--- config.mk ---
export PLATFORM = sky130hd
export DESIGN_NAME = layer_mac_sched_flat
export DESIGN_NICKNAME = d
export VERILOG_FILES = /design/src/rtl/layer_mac_sched_pkg.sv /design/src/rtl/layer_mac_sched_if.sv /design/src/rtl/layer_mac_sched_mac.sv /design/src/rtl/layer_mac_sched.sv /design/src/flat_wrapper.sv
export SDC_FILE = /design/constraint.sdc
export NUM_CORES = 2
export LEC_CHECK = 0
export CELL_PAD_IN_SITES_DETAIL_PLACEMENT = 2
export CELL_PAD_IN_SITES_GLOBAL_PLACEMENT = 2
export CORE_MARGIN = 8
export CORE_UTILIZATION = 45
export DETAILED_ROUTE_END_ITERATION = 8
export PLACE_DENSITY_LB_ADDON = 0.1
export SYNTH_ARGS = -nofsm -noshare
export SYNTH_HDL_FRONTEND = slang
export SYNTH_SLANG_ARGS = --single-unit
--- constraint.sdc ---
create_clock -name clk -period 7 [get_ports clk]
set_input_delay 1.4 -clock clk [delete_from_list [all_inputs] [get_ports clk]]
set_output_delay 1.4 -clock clk [all_outputs]
set_load 0.01 [all_outputs]
--- src/rtl/layer_mac_sched_pkg.sv ---
// ann_pkg: shared Q8.8 constants, saturation helper and scheduler state type.
// Used by layer_mac_sched and mac_unit; build option LAYER_RELU_EN lives in mac_unit.
package ann_pkg;

  localparam int W_DEF    = 16;
  localparam int FRAC_DEF = 8;
  localparam int ONE_Q    = 1 << FRAC_DEF;

  localparam logic signed [63:0] Q_MAX = (64'sd1 <<< (W_DEF - 1)) - 64'sd1;
  localparam logic signed [63:0] Q_MIN = -(64'sd1 <<< (W_DEF - 1));

  typedef enum logic [1:0] {
    IDLE  = 2'd0,
    RUN   = 2'd1,
    DRAIN = 2'd2,
    EMIT  = 2'd3
  } state_t;

  // Clamp a wide signed value into the W_DEF-bit signed range.
  function automatic logic signed [W_DEF-1:0] sat_q(input logic signed [63:0] v);
    if (v > Q_MAX) begin
      sat_q = Q_MAX[W_DEF-1:0];
    end else if (v < Q_MIN) begin
      sat_q = Q_MIN[W_DEF-1:0];
    end else begin
      sat_q = v[W_DEF-1:0];
    end
  endfunction

endpackage

--- src/rtl/layer_mac_sched_if.sv ---
// Bus bundle for layer_mac_sched: input buffer writes, control, weight ROM port, result stream.
// master = layer environment (producer, ROM, consumer); slave = the scheduler.
interface layer_mac_sched_if #(
  parameter int N_IN  = 30,
  parameter int N_OUT = 8,
  parameter int W     = 16
);
  localparam int IA = $clog2(N_IN);
  localparam int JW = $clog2(N_OUT);
  localparam int WA = $clog2(N_OUT * (N_IN + 1));

  logic                in_wr;
  logic [IA-1:0]       in_addr;
  logic signed [W-1:0] in_data;
  logic                start;
  logic                busy;
  logic                done;
  logic [WA-1:0]       w_addr;
  logic signed [W-1:0] w_data;
  logic                out_valid;
  logic [JW-1:0]       out_idx;
  logic signed [W-1:0] out_data;

  modport master (
    output in_wr, in_addr, in_data, start, w_data,
    input  busy, done, w_addr, out_valid, out_idx, out_data
  );

  modport slave (
    input  in_wr, in_addr, in_data, start, w_data,
    output busy, done, w_addr, out_valid, out_idx, out_data
  );

endinterface

--- src/rtl/layer_mac_sched_mac.sv ---
// mac_unit: registered signed multiply, full-precision accumulate, shift/saturate (+ReLU if LAYER_RELU_EN).
// Latency: product 1 cycle after operands, accumulate 1 cycle later; res reflects the accumulator's next value.
// No backpressure: the scheduler paces operands and clears between neurons.
module mac_unit
  import ann_pkg::*;
#(
  parameter int W     = W_DEF,
  parameter int FRAC  = FRAC_DEF,
  parameter int ACC_W = 40
) (
  input  logic                clk,
  input  logic                reset,
  input  logic                clr,
  input  logic                mul_en,
  input  logic signed [W-1:0] x,
  input  logic signed [W-1:0] w,
  output logic signed [W-1:0] res
);

  logic signed [2*W-1:0]   prod;
  logic                    acc_en;
  logic signed [ACC_W-1:0] acc;
  logic signed [ACC_W-1:0] acc_nxt;
  logic signed [ACC_W-1:0] acc_shr;
  logic signed [W-1:0]     sat;

  always_ff @(posedge clk or negedge reset) begin
    if (!reset) begin
      prod   <= '0;
      acc_en <= 1'b0;
      acc    <= '0;
    end else begin
      acc_en <= mul_en;
      if (mul_en) begin
        prod <= x * w;
      end
      acc <= acc_nxt;
    end
  end

  always_comb begin
    acc_nxt = acc;
    if (clr) begin
      acc_nxt = '0;
    end else if (acc_en) begin
      acc_nxt = acc + ACC_W'(prod);
    end
  end

  // Result is taken from the next accumulator value so the scheduler can register it on the final add.
  assign acc_shr = acc_nxt >>> FRAC;
  assign sat     = W'(sat_q(64'(acc_shr)));

`ifdef LAYER_RELU_EN
  assign res = sat[W-1] ? '0 : sat;
`else
  assign res = sat;
`endif

endmodule

--- src/rtl/layer_mac_sched.sv ---
// layer_mac_sched: one FC layer on a single time-shared MAC; optional ReLU via LAYER_RELU_EN.
// Latency: N_IN+4 cycles per neuron, start to done N_OUT*(N_IN+4); weight ROM read latency 1.
// No backpressure: each out_valid pulse must be taken; start/in_wr while busy are dropped.
module layer_mac_sched
  import ann_pkg::*;
#(
  parameter int N_IN  = 30,
  parameter int N_OUT = 8,
  parameter int W     = W_DEF,
  parameter int FRAC  = FRAC_DEF,
  parameter int ACC_W = 40
) (
  input logic              clk,
  input logic              reset,
  layer_mac_sched_if.slave bus
);

  localparam int IA = $clog2(N_IN);
  localparam int KW = $clog2(N_IN + 1);
  localparam int JW = $clog2(N_OUT);
  localparam int WA = $clog2(N_OUT * (N_IN + 1));

  localparam logic [IA-1:0]       IN_LAST = IA'(N_IN - 1);
  localparam logic [KW-1:0]       K_BIAS  = KW'(N_IN);
  localparam logic [JW-1:0]       J_LAST  = JW'(N_OUT - 1);
  localparam logic signed [W-1:0] X_ONE   = W'(ONE_Q);

  state_t state;
  state_t state_nxt;

  logic [KW-1:0]       k;
  logic [JW-1:0]       j;
  logic                dcnt;
  logic [WA-1:0]       w_addr_q;
  logic signed [W-1:0] xbuf [N_IN];
  logic signed [W-1:0] x_d;
  logic                mul_en;
  logic                clr;
  logic signed [W-1:0] res;

  logic                out_valid_q;
  logic                done_q;
  logic [JW-1:0]       out_idx_q;
  logic signed [W-1:0] out_data_q;

  logic launch;
  logic last_k;
  logic last_j;
  logic cap;

  assign launch = (state == IDLE) && bus.start;
  assign last_k = (k == K_BIAS);
  assign last_j = (j == J_LAST);
  assign cap    = (state == DRAIN) && dcnt;
  assign clr    = launch || (state == EMIT);

  always_ff @(posedge clk or negedge reset) begin
    if (!reset) begin
      state <= IDLE;
    end else begin
      state <= state_nxt;
    end
  end

  always_comb begin
    state_nxt = state;
    case (state)
      IDLE:    if (bus.start) state_nxt = RUN;
      RUN:     if (last_k)    state_nxt = DRAIN;
      DRAIN:   if (dcnt)      state_nxt = EMIT;
      EMIT:    state_nxt = last_j ? IDLE : RUN;
      default: state_nxt = IDLE;
    endcase
  end

  // w_addr only ever advances: within a neuron for k < N_IN, and from the bias word to the next row on EMIT.
  always_ff @(posedge clk or negedge reset) begin
    if (!reset) begin
      k        <= '0;
      j        <= '0;
      dcnt     <= 1'b0;
      w_addr_q <= '0;
      x_d      <= '0;
      mul_en   <= 1'b0;
    end else begin
      mul_en <= (state == RUN);
      dcnt   <= (state == DRAIN) ? ~dcnt : 1'b0;
      if (state == RUN) begin
        x_d <= last_k ? X_ONE : xbuf[k[IA-1:0]];
      end
      if (launch) begin
        k        <= '0;
        j        <= '0;
        w_addr_q <= '0;
      end else if (state == RUN) begin
        if (!last_k) begin
          k        <= k + 1'b1;
          w_addr_q <= w_addr_q + 1'b1;
        end
      end else if (state == EMIT) begin
        k <= '0;
        if (!last_j) begin
          j        <= j + 1'b1;
          w_addr_q <= w_addr_q + 1'b1;
        end
      end
    end
  end

  always_ff @(posedge clk or negedge reset) begin
    if (!reset) begin
      for (int i = 0; i < N_IN; i++) begin
        xbuf[i] <= '0;
      end
    end else if (bus.in_wr && (state == IDLE) && (bus.in_addr <= IN_LAST)) begin
      xbuf[bus.in_addr] <= bus.in_data;
    end
  end

  always_ff @(posedge clk or negedge reset) begin
    if (!reset) begin
      out_valid_q <= 1'b0;
      done_q      <= 1'b0;
      out_idx_q   <= '0;
      out_data_q  <= '0;
    end else begin
      out_valid_q <= cap;
      done_q      <= cap && last_j;
      if (cap) begin
        out_idx_q  <= j;
        out_data_q <= res;
      end
    end
  end

  mac_unit #(
    .W     (W),
    .FRAC  (FRAC),
    .ACC_W (ACC_W)
  ) u_mac (
    .clk    (clk),
    .reset  (reset),
    .clr    (clr),
    .mul_en (mul_en),
    .x      (x_d),
    .w      (bus.w_data),
    .res    (res)
  );

  assign bus.busy      = (state != IDLE);
  assign bus.done      = done_q;
  assign bus.w_addr    = w_addr_q;
  assign bus.out_valid = out_valid_q;
  assign bus.out_idx   = out_idx_q;
  assign bus.out_data  = out_data_q;

endmodule

--- src/flat_wrapper.sv ---
// flat-port wrapper written by rule: the top's interface ports become plain ports
module layer_mac_sched_flat import ann_pkg::*;
#(
  parameter int N_IN  = 30,
  parameter int N_OUT = 8,
  parameter int W     = W_DEF,
  parameter int FRAC  = FRAC_DEF,
  parameter int ACC_W = 40
)
  (clk, reset, bus_in_wr, bus_in_addr, bus_in_data, bus_start, bus_w_data, bus_busy, bus_done, bus_w_addr, bus_out_valid, bus_out_idx, bus_out_data);
  layer_mac_sched_if #(.N_IN(N_IN), .N_OUT(N_OUT), .W(W)) bus_i ();
  input logic clk;
  input logic reset;
  input wire logic [$bits(bus_i.in_wr)-1:0] bus_in_wr;
  input wire logic [$bits(bus_i.in_addr)-1:0] bus_in_addr;
  input wire logic [$bits(bus_i.in_data)-1:0] bus_in_data;
  input wire logic [$bits(bus_i.start)-1:0] bus_start;
  input wire logic [$bits(bus_i.w_data)-1:0] bus_w_data;
  output wire logic [$bits(bus_i.busy)-1:0] bus_busy;
  output wire logic [$bits(bus_i.done)-1:0] bus_done;
  output wire logic [$bits(bus_i.w_addr)-1:0] bus_w_addr;
  output wire logic [$bits(bus_i.out_valid)-1:0] bus_out_valid;
  output wire logic [$bits(bus_i.out_idx)-1:0] bus_out_idx;
  output wire logic [$bits(bus_i.out_data)-1:0] bus_out_data;
  assign bus_i.in_wr = bus_in_wr;
  assign bus_i.in_addr = bus_in_addr;
  assign bus_i.in_data = bus_in_data;
  assign bus_i.start = bus_start;
  assign bus_i.w_data = bus_w_data;
  assign bus_busy = bus_i.busy;
  assign bus_done = bus_i.done;
  assign bus_w_addr = bus_i.w_addr;
  assign bus_out_valid = bus_i.out_valid;
  assign bus_out_idx = bus_i.out_idx;
  assign bus_out_data = bus_i.out_data;
  layer_mac_sched #(.N_IN(N_IN), .N_OUT(N_OUT), .W(W), .FRAC(FRAC), .ACC_W(ACC_W)) u_core (.clk(clk), .reset(reset), .bus(bus_i));
endmodule
* After elaboration in Yosys (flattened, before gate mapping)
Cells that the tools add are included.
Word-level totals: register bits after elaboration 610, input bits 41, output and inout bits 30, logic and storage cells 117
Cells by class: add/subtract/negate cells 4, $mul 1, magnitude comparators 6, equality and inequality tests 12, multiplexer cells 30, bitwise gates (word level) 3, reduce and logical (&&, ||, !) cells 16
Operator list (number):
- 480-bit bitwise mux | 1
- 16-bit two-way mux | 6
- 16-bit binary-select mux with 5-bit select | 1
- 16-bit demux with 5-bit select | 1
- 40-bit two-way mux | 2
- 40-bit by 32-bit adder with 40-bit output | 1
- 8-bit two-way mux | 5
- 32-bit by 16-bit > comparator with 1-bit output (second input constant) | 1
- 32-bit by 16-bit less-than comparator with 1-bit output (second input constant) | 1
- 16-bit by 16-bit multiplier with 32-bit output | 1
- 5-bit two-way mux | 4
- 6-bit greater-or-equal comparator (second input constant) | 2
- 3-bit two-way mux | 4
- 5-bit NOT with 6-bit output | 2
- 3-bit AND reduction | 3
- 8-bit by 1-bit adder with 8-bit output (second input constant) | 1
- 2-bit by 1-bit != test with 1-bit output (second input constant) | 4
- 2-bit one-hot mux with 4 select lines | 1
- 1-bit logical AND | 6
- 6-bit by 1-bit less-than comparator with 1-bit output (second input constant) | 1
- 2-bit two-way mux | 3
- 3-bit by 2-bit != test with 1-bit output (second input constant) | 2
- 2-bit nonzero test | 3
- 5-bit by 1-bit adder with 5-bit output (second input constant) | 1
- other kinds (13) | 15

* Longest topological paths before layout
depth after elaboration 7, mapped depth 27, mapped depth without buffers 26

* Modules after synthesis
Synthesis repeated with hierarchy kept, for this count alone.
Unflattened totals: cell total of the unflattened synthesis 3414, area total of the unflattened synthesis 40197.3 µm²
By module, submodules not included:
- layer_mac_sched | instances 1, cells each 1699, area an instance 24746.2 µm²
- mac_unit | instances 1, cells each 1715, area an instance 15451.1 µm²

* Worst setup path after synthesis
OpenSTA, ideal clock, no wires.
kind input to register, start point input bus_w_data[1], end point register u_core.u_mac.prod[30], library setup time 125 ps, arrival time 7189 ps, path slack -313 ps, cell stages on the path 24, path buffers 1, path through clkbuf_1 nand2_1 inv_1 fa_1 fa_1 fa_1 fa_1 fa_1 inv_1 fa_1 inv_1 ha_1 a21o_1 a21oi_1 o21ai_0 a21oi_1 o21ai_0 nor2_1 a211oi_1 a2111o_1 a21o_1 a21oi_1 xnor2_1 mux2_2
On the way: word-level cells in the longest chain between the ends 1
Ends and longest elaborated chain:
- start: declaration | RTL line flat_wrapper.sv:18 | input wire logic [$bits(bus_i.w_data)-1:0] bus_w_data;
- 16-bit by 16-bit multiplier with 32-bit output | RTL line layer_mac_sched_mac.sv:35 | prod <= x * w;
- end signal: assignment | RTL line layer_mac_sched_mac.sv:35
- end: declaration | RTL line layer_mac_sched_mac.sv:20 | logic signed [2*W-1:0] prod;
Every way passes these cells. A chain may end at the register's enable or synchronous reset.

* Final worst setup path
Same ends and word-level chain as after synthesis.

==> impl_metrics.csv <==
group,metric,value,unit
setup_path,critPathTopFamily,"adder cells",
setup_path,crit_buf_inv,7,
timing,setup_viol,0,
setup_path,ff2ff_path_depth,23,
global_routing,first_global_vias,32400,
placement,place_hpwl,85600,um
cts,ctsHoldBuffers,0,
synthesis,synth-warning-count,0,
detailed_routing,avgRoutedWirePerCell,27.1,um
min_path,hold_path_class,"flop to flop",
synthesis,synth_cells,3266,
cts,clock_path_buffers,3,
setup_path,crit_arrival,7.34,ns
global_routing,grt_max_degree,147,
global_routing,use_met3,3.15,%
setup_path,reg2reg_from,"u_core.x_d[8]",
global_routing,grt_pass1_wl,197000,um
setup_path,cp_max_fo,5,
placement,place_inst,4479,
floorplan,die_area,97100,um^2
cts,path_clk_slew,0.06,ns
layout,syn2layout_area_growth,14.5,%
timing,rsz0062_at_grt,"true",
floorplan,dieHeight,312,um
cts,clk-insertion-delay-late,0.65,ns
detailed_routing,drtAntennaViolNets,0,
synthesis,synth_edf_count,0,
placement,gp_congestion,0.826,
detailed_routing,vias,26800,
global_routing,grt_most_used_layer,"met2",
global_routing,antenna_found_initial,2,
detailed_routing,drt_wl_total,125000,um
cts,cts_inserted_buffers,70,
layout,stdcell_count,4616,
setup_path,required,7.50,ns
setup_path,critical_path_cell_count,26,
timing,slew-limit-headroom,10.9,%
cts,root_buffer,"clkbuf_16",
synthesis,yosysSeqAreaShare,38.8,%
synthesis,synthDistinctLibCells,84,
setup_path,critical_path_class,"input port to flop",
timing,fin_setup_tns,0,ns
detailed_routing,dr.pass1.iters,5,
detailed_routing,drc_errors,0,
floorplan,initial_core_util,45.3,%
synthesis,syn_area_per_cell,12.0,um^2
layout,final_area,45000,um^2
placement,post_dp_cell_area,42300,um^2
timing,skew,0.0484,ns
synthesis,synth_seq_cells,610,
setup_path,cp_slowest_cell,"fa_2",
timing,max_freq,146,MHz
setup_path,crit_path_frequent_cell,"fa_1",
global_routing,globalRouteMet2Util,48.9,%
layout,finalNetCount,3847,
setup_path,end_kind,"flop",
synthesis,synth_ff_type,"dfrtp_1",
detailed_routing,viasPerCell,5.80,
setup_path,endpoint,"u_core.u_mac.prod[30]",
setup_path,crit_path_start_kind,"input port",
floorplan,io-pin-count,71,
global_routing,grt_remaining_overflow,0,
synthesis,syn-cell-area,39300,um^2
setup_path,r2r_end,"u_core.u_mac.prod[29]",
floorplan,dieWidth,312,um
cts,cts_sinks,610,
setup_path,r2r_setup_slack,0.32,ns
floorplan,core_area,86800,um^2
layout,drive_gt1_share,31.0,%
timing,drv_slew,0,
global_routing,grt_use_total,25.9,%
placement,portBuffers,70,
cts,htreeDepth,3,
timing,fin_crit,6.84,ns
run,drv_cap,0,
synthesis,syn_nets,3701,
timing,hold_viol_final,0,
floorplan,rows,108,
status,status,"finished clean",
cts,cts_tree,"built",
timing,worst_slew_pin_slew,1.33,ns
global_routing,use_met1,29.6,%
timing,timing.final.crit_share,97.7,%
setup_path,critPathMaxStageDelay,0.61,ns
synthesis,synthArstFlopShare,100,%
setup_path,startpoint,"bus_w_data[1]",
detailed_routing,drt_iter0_drc,1224,
-- timing repair --
action / 4_1_cts / 5_1_grt
hold endpoints to repair: 0 / 0
buffers inserted: 12 / 4
gates resized for setup: 60 / 70
pin swaps: 63 / 78
endpoints found under the setup margin: 11 / 12
-- sequential cells by signal, summed over array words and instances (netlist names) --
name,count
u_core.bus.out_valid,1
u_core.bus.done,1
u_core.u_mac.acc,40
u_core.u_mac.acc_en,1
u_core.bus.out_data,16
u_core.bus.w_addr,8
u_core.k,5
u_core.dcnt,1
u_core.mul_en,1
u_core.x_d,16
u_core.state,2
u_core.bus.out_idx,3
u_core.u_mac.prod,32
u_core.j,3
u_core.xbuf,480
-- stage by stage --
step / hold WS (ns) / util (%) / setup WS, ns
after floorplan: 0.389 / - / 0.00217
after global placement: 0.426 / 48.8 / -0.980
after detailed placement: 0.442 / 48.8 / -1.03
after CTS: 0.451 / 51.7 / 0.00462
after global routing: 0.482 / 51.9 / -0.109
final: 0.450 / 51.9 / 0.159
-- cell type report --
| cell class | instances | area [um^2] |
|---|---|---|
| timing repair buffer | 265 | 2270 |
| fill | 8362 | 41700 |
| inverter | 326 | 1230 |
| clock buffer | 99 | 1970 |
| antenna | 2 | 5.00 |
| sequential | 610 | 15300 |
| multi-input combinational | 2139 | 22500 |
| clock inverter | 20 | 290 |
| tap | 1155 | 1450 |
-- worst min path at each step --
stage / to / slack [ns] / start / cells past startpoint
floorplan: u_core.u_mac.acc_en / 0.39 / u_core.mul_en / 0
global placement: u_core.dcnt / 0.43 / u_core.dcnt / 1
detailed placement: u_core.dcnt / 0.44 / u_core.dcnt / 1
CTS: u_core.dcnt / 0.45 / u_core.dcnt / 1
global route: u_core.dcnt / 0.48 / u_core.dcnt / 1
finish: u_core.dcnt / 0.45 / u_core.dcnt / 1
-- Yosys cell counts, drive strengths merged (12+ instances only) --
cell / count / share of area [%]
o22ai: 24 / 0.56
clkbuf: 157 / 1.5
nand3: 28 / 0.37
mux2i: 84 / 2.1
a211oi: 14 / 0.36
nor3: 19 / 0.24
inv: 325 / 3.1
a21o: 21 / 0.40
fa: 263 / 13
mux4: 116 / 6.6
nand4: 15 / 0.24
xor2: 18 / 0.40
nand2: 203 / 1.9
mux2: 508 / 15
nor2b: 12 / 0.19
nand2b: 16 / 0.26
ha: 131 / 4.2
a21oi: 90 / 1.2
dfrtp: 610 / 39
and2: 132 / 2.1
xnor2: 50 / 1.1
nor2: 158 / 1.5
o21ai: 88 / 1.1
buf: 34 / 0.41
and3: 14 / 0.25
-- per-layer routing --
| metal | part of all wire [%] | up-vias | routed length [um] |
|---|---|---|---|
| met5 | 0 | - | 0 |
| met4 | 4.5 | 0 | 5570 |
| met3 | 2.7 | 308 | 3430 |
| met2 | 54 | 542 | 68000 |
| met1 | 38 | 14500 | 48100 |
| li1 | - | 11400 | - |
-- placed cells by master (no fill, tap or decap), types with 12 or more instances in the layout --
master             n
a21oi_2           13
ha_1             117
and2_1           129
nand2b_1          15
clkbuf_16         71
and3_1            12
o21ai_0           72
dfrtp_1          606
nand2_1          197
mux2i_1           84
xor2_1            18
clkdlybuf4s50_1   54
clkbuf_1          19
inv_1            311
nand3_1           26
mux4_2           116
nor3_1            19
fa_1             241
a21oi_1           77
buf_4            177
nor2_1           148
mux2_2           506
fa_2              22
a21o_1            21
ha_4              12
inv_2             13
nand4_1           15
o22ai_1           13
xnor2_1           49
-- cell families after synthesis --
logic type      Yosys count  synth area share (%)
fa+ha+maj               394                  17.6
mux                     708                  23.3
xor+xnor                 68                  1.51
flops                   610                  38.8
simple gates            635                  7.83
compound gates          334                  5.95
buf+inv                 517                  5.02
Power is left out: the tool's default activity adds up to more than one toggle a clock period on the data nets, which glitch-free logic cannot reach.
